**config.mk**
```make
export PLATFORM = sky130hd
export DESIGN_NAME = register_file
export DESIGN_NICKNAME = d
export VERILOG_FILES = /design/src/rtl/register_file_pkg.sv /design/src/rtl/register_file_decoder_5_32.sv /design/src/rtl/register_file.sv
export SDC_FILE = /design/constraint.sdc
export NUM_CORES = 2
export LEC_CHECK = 0
export CORE_MARGIN = 1.5
export CORE_UTILIZATION = 50
export CTS_BUF_LIST = sky130_fd_sc_hd__clkbuf_8
export DETAILED_ROUTE_END_ITERATION = 6
export PLACE_DENSITY = 0.72
export SLEW_MARGIN = 10
export SYNTH_ARGS = -nofsm -noshare
export SYNTH_HDL_FRONTEND = slang
export SYNTH_SLANG_ARGS = --single-unit
```
**constraint.sdc**
```tcl
create_clock -name Clk -period 44.1 [get_ports Clk]
set_input_delay 8.82 -clock Clk [delete_from_list [all_inputs] [get_ports Clk]]
set_output_delay 8.82 -clock Clk [all_outputs]
set_load 0.02 [all_outputs]
```
**src/rtl/register_file_pkg.sv**
```systemverilog
// Shared datapath types and constants for the register file, decode and write-back stages.
package register_file_pkg;
   localparam int DATA_W     = 32;
   localparam int REG_ADDR_W = 5;
   localparam int NUM_REGS   = 32;
   localparam int ZERO_REG   = 0;

   typedef logic [REG_ADDR_W-1:0] reg_addr_t;
   typedef logic [DATA_W-1:0]     word_t;

   function automatic logic is_zero_reg(input reg_addr_t a);
      return a == reg_addr_t'(ZERO_REG);
   endfunction
endpackage

```
**src/rtl/register_file_decoder_5_32.sv**
```systemverilog
// Binary-to-one-hot address decoder; drives the row-enable bus of the register file.
module decoder_5_32 #(
   parameter int OUTPUTS = 32,
   parameter int ADDR    = 5
) (
   input  logic [ADDR-1:0]    i_addr,
   output logic [OUTPUTS-1:0] o_line
);
   always_comb begin
      o_line         = '0;
      o_line[i_addr] = 1'b1;
   end
endmodule

```
**src/rtl/register_file.sv**
```systemverilog
// 32x32 register file: two registered read ports, one write port, write-first bypass,
// register 0 hardwired to zero.
module register_file
   import register_file_pkg::*;
#(
   parameter int WIDTH = DATA_W,
   parameter int ADDR  = REG_ADDR_W,
   parameter int REGS  = NUM_REGS
) (
   input  logic             Clk,
   input  logic             Reset,
   input  logic [ADDR-1:0]  Ard1,
   input  logic [ADDR-1:0]  Ard2,
   input  logic [ADDR-1:0]  Awr,
   input  logic [WIDTH-1:0] Din,
   input  logic             WrEn,
   output logic [WIDTH-1:0] Dout1,
   output logic [WIDTH-1:0] Dout2
);
   localparam logic [ADDR-1:0] ZERO_ADDR = ADDR'(ZERO_REG);

   if (REGS != 2**ADDR) begin : g_bad_params
      $error("register_file: REGS must equal 2**ADDR");
   end

   logic [WIDTH-1:0] r_regs [REGS];
   logic [WIDTH-1:0] r_dout1;
   logic [WIDTH-1:0] r_dout2;
   logic [REGS-1:0]  w_wr_line;
   logic             w_wr_ok;
   logic [WIDTH-1:0] w_rd1;
   logic [WIDTH-1:0] w_rd2;

   decoder_5_32 #(
      .OUTPUTS (REGS),
      .ADDR    (ADDR)
   ) u_decoder (
      .i_addr (Awr),
      .o_line (w_wr_line)
   );

   assign w_wr_ok = WrEn && (Awr != ZERO_ADDR);

   // Address 0 wins over the bypass so the zero register can never leak write data.
   always_comb begin
      w_rd1 = r_regs[Ard1];
      if (Ard1 == ZERO_ADDR)
         w_rd1 = '0;
      else if (w_wr_ok && (Awr == Ard1))
         w_rd1 = Din;

      w_rd2 = r_regs[Ard2];
      if (Ard2 == ZERO_ADDR)
         w_rd2 = '0;
      else if (w_wr_ok && (Awr == Ard2))
         w_rd2 = Din;
   end

   always_ff @(posedge Clk or posedge Reset) begin
      if (Reset) begin
         for (int i = 0; i < REGS; i++)
            r_regs[i] <= '0;
      end else begin
         for (int i = 1; i < REGS; i++)
            if (WrEn && w_wr_line[i])
               r_regs[i] <= Din;
      end
   end

   always_ff @(posedge Clk or posedge Reset) begin
      if (Reset) begin
         r_dout1 <= '0;
         r_dout2 <= '0;
      end else begin
         r_dout1 <= w_rd1;
         r_dout2 <= w_rd2;
      end
   end

   assign Dout1 = r_dout1;
   assign Dout2 = r_dout2;
endmodule

```
==> out/results.tsv <==
metric	value	unit
outcome	complete, no violations	
core_area	109000	um2
path_clk_slew	60	ps
cts-resized-gates	0	
grt-ovfl-total	0	
synth_xor_area_frac	0.00160	
start_kind	input pin	
grt_max_degree	147	
setup_viol	0	
p_leak	26.3	nW
synth_edf_count	0	
pwr-share-comb	0.207	
track_usage	0.313	
grt_pass1_wl	255000	um
clock_latency	880	ps
final.period_utilization	0.281	
timing.rr.start	r_regs[810]$_DFFE_PP0P_	
postSynthAreaPerCell	14.6	um2
peakVddDrop	0.0283	mV
cts_sinks	1056	
antenna_found_initial	14	
initial_core_util	0.504	
synth_top_cell_area_share	0.481	
placed_area	57100	um2
end_kind	async pin	
max_cap_viol_count	0	
cts_setup_buffers	0	
cp_common_cell	buf_4	
htreeDepth	4	
fin_nets	3786	
rsz0062_at_grt	no	
synthMuxAreaShare	0.404	
synth_top_family_by_area	multiplexers	
startpoint	Reset	
cp.arrival	13230	ps
num_rows	121	
fmax	80.7	MHz
slowest_delay	850	ps
fp.dieArea	112000	um2
dr.first_iter.drc_count	3911	
hold_violations	0	
hpwl	94200	um
synth_most_common_cell	dfrtp_1	
io_pins	114	
crit_path_end	Dout1[18]$_DFF_PP0_	
switchingPower	0.000776	W
synth-simple-area-share	0.0267	
synth_nets	3805	
drt-pass1-iter-count	7	
skew	48.9	ps
dr_total_vias	36364	
via_per_inst	6.88	
ys.flop_type	dfrtp_1	
wl	174000	um
numCtsBuffers	171	
final_antenna_net_count	0	
synthTopCellsByCount	dfrtp_1, mux2_2, mux4_2	
synth-compound-area-share	0.0550	
design_area	60600	um2
synthCells	3755	
power.internal	0.00195	W
switching_share	0.285	
ff2ff_path_depth	4	
wire_per_inst	32.9	um
die_x	334	um
rrSetupSlack	42070	ps
path_cells	clkdlybuf4s50_1, inv_8, buf_4, buf_4, buf_4, buf_4	
period_needed	12390	ps
grt_pass1_vias	37284	
finalMaxSlewViolations	0	
synthTopCellsByArea	dfrtp_1, mux2_2, mux4_2, mux2_1, mux2i_1	
required	44940	ps
seq_power_share	0.478	
synth_top_area_cell	dfrtp_1	
yosysSeqAreaShare	0.481	
clockBufferDepth	3	
hp-class	flip-flop to flip-flop	
yosys.area_share.adder	0	
power_density	44.9	nW/um2
ys.warnings.count	32	
critPathKind	input pin to async pin	
drc	0	
crit-reg2reg-capture	Dout1[10]$_DFF_PP0_	
finalSetupTns	0	ps
netlist_area	54900	um2
die_h	334	um
max-slew-margin-rel	0.155	
cts_hold_buf	0	
cts-root-buf	clkbuf_8	
worst_pin_slew	1260	ps
pwr-share-clk	0.315	
gp_congestion	0.824	
cp_max_fo	113	
tritoncts	yes	
synth-seq-cells	1056	
area_growth_syn_to_layout	10.3	%
drive_above_1_share	0.452	
synth_cell_types	56	
portBuffers	113	
synthArstFlopShare	1.00	
critPathSlowestCell	buf_4	
[sequential cells by signal, indices dropped and copies added, names as in the netlist]
| name | flops |
|---|---|
| Dout1 | 32 |
| Dout2 | 32 |
| r_regs | 992 |
[through the flow]
stage	hold WS, ps	power [W]	setup slack [ps]	cells	utilization
5_1_grt	521	0.00283	31050	5285	0.556
6_report	504	0.00272	31710	5287	0.556
2_1_floorplan	460	0.00170	5560	3755	-
3_5_place_dp	491	0.00187	30680	4977	0.525
3_3_place_gp	479	0.00185	30690	4977	0.525
4_1_cts	505	0.00272	31590	5281	0.556
[routing by layer]
metal / track usage / share of wire / vias to the layer above
met1: 0.403 / 0.38 / 19425
met3: 0.0794 / 0.092 / 548
met2: 0.490 / 0.47 / 1903
met4: 0.168 / 0.056 / 8
met5: 0 / 0.00026 / -
li1: - / - / 14480
[how the worst min path moves through the flow]
stage                                        from                      end  cells past startpoint
after floorplan           r_regs[991]$_DFFE_PP0P_  r_regs[991]$_DFFE_PP0P_                      2
after global placement    r_regs[306]$_DFFE_PP0P_  r_regs[306]$_DFFE_PP0P_                      1
after detailed placement   r_regs[49]$_DFFE_PP0P_   r_regs[49]$_DFFE_PP0P_                      1
after CTS                  r_regs[49]$_DFFE_PP0P_   r_regs[49]$_DFFE_PP0P_                      1
after global routing      r_regs[174]$_DFFE_PP0P_  r_regs[174]$_DFFE_PP0P_                      1
final                     r_regs[563]$_DFFE_PP0P_  r_regs[563]$_DFFE_PP0P_                      1
[power by group through the flow]
stage / logic (W) / registers [W] / clock network (W)
finish: 0.000563 / 0.00130 / 0.000858
global route: 0.000599 / 0.00132 / 0.000911
CTS: 0.000562 / 0.00129 / 0.000867
detailed placement: 0.000560 / 0.00131 / 0
global placement: 0.000546 / 0.00130 / 0
floorplan: 0.000423 / 0.00128 / 0
[cell families after synthesis]
logic type | after synthesis
AND/OR/NAND/NOR | 313
flip-flops | 1056
AO/OA/AOI/OAI | 392
multiplexers | 1576
buffers and inverters | 408
XOR/XNOR | 10
[critical path, delay by kind of cell]
kind,cells,cell delay (ps)
buffers and inverters,6,4220
[cell usage in the layout, fill, tap and decap left out, types with 18 or more instances in the layout]
cell / synthesis / layout
mux4_2: 396 / 396
mux2_2: 934 / 934
nand2_1: 87 / 72
a21oi_1: 47 / 47
inv_1: 5 / 54
dfrtp_1: 1056 / 1056
a22o_1: 48 / 48
clkbuf_8: 0 / 222
a221oi_1: 95 / 95
a22oi_1: 42 / 42
nor2_1: 107 / 88
mux2i_1: 117 / 117
a31oi_1: 48 / 48
buf_4: 12 / 98
clkdlybuf4s50_1: 0 / 105
mux2_1: 122 / 122
nor3_1: 19 / 18
clkinv_2: 0 / 22
[final cells by class]
type                       count  area (um2)
clock buffer                 222        3060
inverter                       5        26.3
clock inverter                82         394
tap                         1414        1770
fill                        8658       48300
sequential                  1056       26400
multi-input combinational   2291       27000
antenna                        6        15.0
timing repair buffer         211        1910
(Power assumes the default switching activity.)
